**src/rtl/inv_mix_columns_seq.sv**
```systemverilog
// Iterative AES InvMixColumns, COLS_PER_CYCLE columns per clock, valid/ready on both ports.
// Optional INV_MIX_BYPASS_EN adds in_bypass to pass a state through unchanged.
module inv_mix_columns_seq #(
    parameter int COLS_PER_CYCLE = 1
) (
    input  logic         clk,
    input  logic         rst_n,
    input  logic         in_valid,
    output logic         in_ready,
    input  logic [127:0] in_data,
`ifdef INV_MIX_BYPASS_EN
    input  logic         in_bypass,
`endif
    output logic         out_valid,
    input  logic         out_ready,
    output logic [127:0] out_data
);

    generate
        if (!(COLS_PER_CYCLE == 1 || COLS_PER_CYCLE == 2 || COLS_PER_CYCLE == 4)) begin : g_bad_cfg
            $error("inv_mix_columns_seq: COLS_PER_CYCLE must be 1, 2 or 4");
        end
    endgenerate

    // Counter step; a 4-column group wraps the 2-bit counter straight back to 0.
    localparam logic [1:0] STEP = 2'(COLS_PER_CYCLE);
    localparam logic [1:0] LAST = 2'(4 - COLS_PER_CYCLE);

    typedef enum logic [1:0] {
        S_IDLE,
        S_BUSY,
        S_DONE
    } state_t;

    state_t         r_state;
    state_t         w_state_nx;
    logic [127:0]   r_work;
    logic [127:0]   w_work_nx;
    logic [127:0]   r_out;
    logic [1:0]     r_col;
    logic           w_last;
`ifdef INV_MIX_BYPASS_EN
    logic           r_bypass;
`endif

    function automatic logic [7:0] xtime(input logic [7:0] a);
        xtime = {a[6:0], 1'b0} ^ (a[7] ? 8'h1b : 8'h00);
    endfunction

    function automatic logic [31:0] inv_col(input logic [31:0] s);
        logic [7:0] a [4];
        logic [7:0] m9 [4];
        logic [7:0] mb [4];
        logic [7:0] md [4];
        logic [7:0] me [4];
        logic [7:0] x2;
        logic [7:0] x4;
        logic [7:0] x8;
        for (int i = 0; i < 4; i++) begin
            a[i]  = s[31-8*i -: 8];
            x2    = xtime(a[i]);
            x4    = xtime(x2);
            x8    = xtime(x4);
            m9[i] = x8 ^ a[i];
            mb[i] = x8 ^ x2 ^ a[i];
            md[i] = x8 ^ x4 ^ a[i];
            me[i] = x8 ^ x4 ^ x2;
        end
        inv_col[31:24] = me[0] ^ mb[1] ^ md[2] ^ m9[3];
        inv_col[23:16] = m9[0] ^ me[1] ^ mb[2] ^ md[3];
        inv_col[15:8]  = md[0] ^ m9[1] ^ me[2] ^ mb[3];
        inv_col[7:0]   = mb[0] ^ md[1] ^ m9[2] ^ me[3];
    endfunction

    assign w_last = (r_col == LAST);

    // Transform only the columns of the current group, in place.
    always_comb begin
        w_work_nx = r_work;
        for (int j = 0; j < 4; j++) begin
            if ((j / COLS_PER_CYCLE) == (int'(r_col) / COLS_PER_CYCLE)) begin
                w_work_nx[127-32*j -: 32] = inv_col(r_work[127-32*j -: 32]);
            end
        end
`ifdef INV_MIX_BYPASS_EN
        if (r_bypass) begin
            w_work_nx = r_work;
        end
`endif
    end

    always_ff @(posedge clk or negedge rst_n) begin
        if (!rst_n) begin
            r_state <= S_IDLE;
        end else begin
            r_state <= w_state_nx;
        end
    end

    always_comb begin
        w_state_nx = r_state;
        in_ready   = 1'b0;
        out_valid  = 1'b0;
        unique case (r_state)
            S_IDLE: begin
                in_ready = 1'b1;
                if (in_valid) begin
                    w_state_nx = S_BUSY;
                end
            end
            S_BUSY: begin
                if (w_last) begin
                    w_state_nx = S_DONE;
                end
            end
            S_DONE: begin
                out_valid = 1'b1;
                if (out_ready) begin
                    w_state_nx = S_IDLE;
                end
            end
            default: begin
                w_state_nx = S_IDLE;
            end
        endcase
    end

    always_ff @(posedge clk or negedge rst_n) begin
        if (!rst_n) begin
            r_work   <= '0;
            r_out    <= '0;
            r_col    <= '0;
`ifdef INV_MIX_BYPASS_EN
            r_bypass <= 1'b0;
`endif
        end else begin
            case (r_state)
                S_IDLE: begin
                    if (in_valid) begin
                        r_work   <= in_data;
                        r_col    <= '0;
`ifdef INV_MIX_BYPASS_EN
                        r_bypass <= in_bypass;
`endif
                    end
                end
                S_BUSY: begin
                    r_work <= w_work_nx;
                    r_col  <= r_col + STEP;
                    // Result register changes only when a block completes.
                    if (w_last) begin
                        r_out <= w_work_nx;
                    end
                end
                default: begin
                end
            endcase
        end
    end

    assign out_data = r_out;

endmodule

```
**config.mk**
```make
export PLATFORM = sky130hd
export DESIGN_NAME = inv_mix_columns_seq
export DESIGN_NICKNAME = d
export VERILOG_FILES = /design/src/rtl/inv_mix_columns_seq.sv
export SDC_FILE = /design/constraint.sdc
export NUM_CORES = 1
export LEC_CHECK = 0
export CELL_PAD_IN_SITES_DETAIL_PLACEMENT = 0
export CELL_PAD_IN_SITES_GLOBAL_PLACEMENT = 1
export CORE_ASPECT_RATIO = 1.2
export CORE_MARGIN = 2
export CORE_UTILIZATION = 40
export CTS_CLUSTER_DIAMETER = 60
export DETAILED_ROUTE_END_ITERATION = 10
export PLACE_DENSITY = 0.79
export SYNTH_ARGS = -nofsm -noshare
export SYNTH_HDL_FRONTEND = slang
export SYNTH_SLANG_ARGS = --single-unit
```
**constraint.sdc**
```tcl
create_clock -name clk -period 2.3 [get_ports clk]
set_input_delay 0.46 -clock clk [delete_from_list [all_inputs] [get_ports clk]]
set_output_delay 0.46 -clock clk [all_outputs]
set_load 0.005 [all_outputs]
```
==> impl_metrics.env, run 1 <==
export IMPL_synth_top_area_share=0.312
export IMPL_drt_antenna_violating_nets=0
export IMPL_gp_congestion=0.995
export IMPL_die_w_um=212
export IMPL_status="finished, violations left"
export IMPL_synthArstFlopShare=1.00
export IMPL_hold_path_class="input port to async pin"
export IMPL_worstMarginPinSlew_ps=1100
export IMPL_synth_commonest_cells="xnor2_1 (502), dfrtp_1 (260), nand2_1 (235)"
export IMPL_drive_above_1_share=0.223
export IMPL_rows=91
export IMPL_setup_viol=3
export IMPL_wire_per_inst_um=23.9
export IMPL_core_mm2=0.0515
export IMPL_yosysMostFrequentCell="xnor2_1"
export IMPL_cp_start_kind="register"
export IMPL_yosys_area_top_type="dfrtp_1"
export IMPL_fmax_ghz=0.433
export IMPL_skew_ps=21.8
export IMPL_r2r_start="r_work[112]"
export IMPL_fin_crit_ps=2310
export IMPL_clock_latency_ps=570
export IMPL_seq_area_frac_synth=0.312
export IMPL_violations="setup timing"
export IMPL_syn_avg_cell_area_um2=9.64
export IMPL_clk_pin_slew_worst_paths_ps=60
export IMPL_drt_first_pass_iters=5
export IMPL_die_area_mm2=0.0540
export IMPL_place_hpwl_mm=61.5
export IMPL_drt_wl_total_mm=80.3
export IMPL_r2r_slack_ps=-10
export IMPL_r2r_cells=7
export IMPL_synthTopCellsByArea="dfrtp_1 (31%), xnor2_1 (21%), xnor3_1 (10%)"
export IMPL_r2r_end="r_work[99]"
export IMPL_htree_levels=2
export IMPL_die_h_um=254
export IMPL_synth_warnings=0
export IMPL_worst_ep_arrival_time_ps=2750
export IMPL_clockBufferDepth=3
export IMPL_cts_buffers_inserted=37
export IMPL_crit_required_ps=2740
export IMPL_via_per_inst=5.27
export IMPL_ys_ff_latch=260
export IMPL_ios=262
export IMPL_cts_tree="yes"
export IMPL_io_buffers=261
export IMPL_nNetsFinal=2767
export IMPL_synthToLayoutAreaGrowth_pct=36.7
export IMPL_final_max_slew_viol_count=0
export IMPL_grt_usage=0.295
export IMPL_syn_inst=2162
export IMPL_min_period_over_period=1.01
export IMPL_clkSinkCount=260
export IMPL_grt_overflow_total=0
export IMPL_antenna_found_initial=1
export IMPL_synth_top_flop_cell="dfrtp_1"
export IMPL_crit_type="register to register"
export IMPL_diodes=0
export IMPL_cp_max_fo=5
export IMPL_rsz0062_at_grt="true"
export IMPL_fin_ws_ps=-11.5
export IMPL_drc=0
export IMPL_crit_path_end_kind="register"
export IMPL_ys_types=52
export IMPL_num_vias=17699
export IMPL_cts_root_buf="clkbuf_16"
export IMPL_synth_edff_count=0
export IMPL_maxCapViolations=0
export IMPL_netlist_area_mm2=0.0209
export IMPL_grt_pass1_vias=18204
export IMPL_grt_pass1_wl_mm=117
export IMPL_initial_core_util=0.405
export IMPL_drtIter0Drc=1432
export IMPL_slew_headroom=0.269
export IMPL_grt_max_degree=69
export IMPL_hold_viol=0
export IMPL_setup_tns_ps=-22.9
export IMPL_synth_fp_nets=2298
placed cells by master, fill, tap and decap left out, types with 20 or more instances in the layout:
cell type	n
o22ai_1	38
buf_4	358
nor2_1	95
xnor2_1	449
xnor2_2	55
and3_1	29
dfrtp_1	221
nand2_1	232
nor2b_1	35
a21oi_1	196
o21ai_0	100
clkbuf_16	39
o22a_1	20
dfrtp_2	38
xor2_1	136
xnor3_1	85
clkdlybuf4s50_1	257
a221o_1	21
mux2i_1	46
repair_timing:
action | 4_1_cts | 5_1_grt
hold buffers | 1 | 0
hold endpoints to repair | 41 | 0
buffers inserted | 14 | 16
setup endpoints to repair | 23 | 92
pin swaps | 7 | 35
cloned | 0 | 1
resized for setup | 33 | 104
cell families after synthesis:
family	after synthesis	synth area share
AO/OA/AOI/OAI	428	0.121
XOR/XNOR	774	0.406
adder cells (fa/ha/maj)	4	0.00240
buffers and inverters	226	0.0481
flip-flops	260	0.312
multiplexers	52	0.0251
AND/OR/NAND/NOR	418	0.0856
layer usage:
layer  vias up  GRT usage  wire length, µm
met1      8710      0.364            31900
met2       704      0.508            39800
met4         2      0.140             4180
li1       8083          -                -
met3       200     0.0405             4390
met5         -          0               13
stage by stage:
stage	worst slack (ps)	area, µm²	instances	utilization	hold WS (ps)
finish	-11.5	28500	3356	0.554	446
global placement	-185	26200	3257	0.510	445
detailed placement	-179	26200	3257	0.510	437
global route	-51.7	28500	3356	0.554	478
floorplan	16.3	20900	2162	-	164
CTS	1.21	27800	3339	0.540	453
registers in the layout, indices dropped and copies added (netlist names):
| signal | count |
|---|---|
| out_data | 128 |
| r_col | 2 |
| r_state | 2 |
| r_work | 128 |
layout make-up:
type / instances / area (µm²)
multi-input combinational: 1677 / 14000
clock buffer: 49 / 1060
timing repair buffer: 640 / 5680
tap: 697 / 872
clock inverter: 18 / 249
inverter: 15 / 60.1
sequential: 260 / 6560
fill: 4681 / 23000
worst max path at each step:
stage                      startpoint           end  slack (ps)  depth (start not counted)
after floorplan           r_work[119]   r_work[107]          20                          7
after global placement     r_work[77]  out_data[83]        -180                          6
after detailed placement   r_work[77]  out_data[83]        -180                          6
after CTS                  r_state[1]  out_data[35]           1                          7
after global routing      r_work[112]  out_data[99]         -50                          8
final                     r_work[112]    r_work[99]         -10                          7
worst max-delay path, stage by stage, from the launching register on:
cell and delay [ps]:
dfrtp_2 480, xnor2_2 210, xnor3_1 470, buf_4 150, buf_4 130, xnor2_1 230
xnor2_1 180, a221o_1 330
Power of run 1 is left out: the tool's default activity adds up to more than one toggle a clock period on the data nets, which glitch-free logic cannot reach.
==> inputs of run 2 (changes only) <==
SLEW_MARGIN = 20   (was default)
==> results of run 2 <==
No change in the layout: final DEF, timing and power equal those of run 1.
Power of run 2 is left out for the same reason.
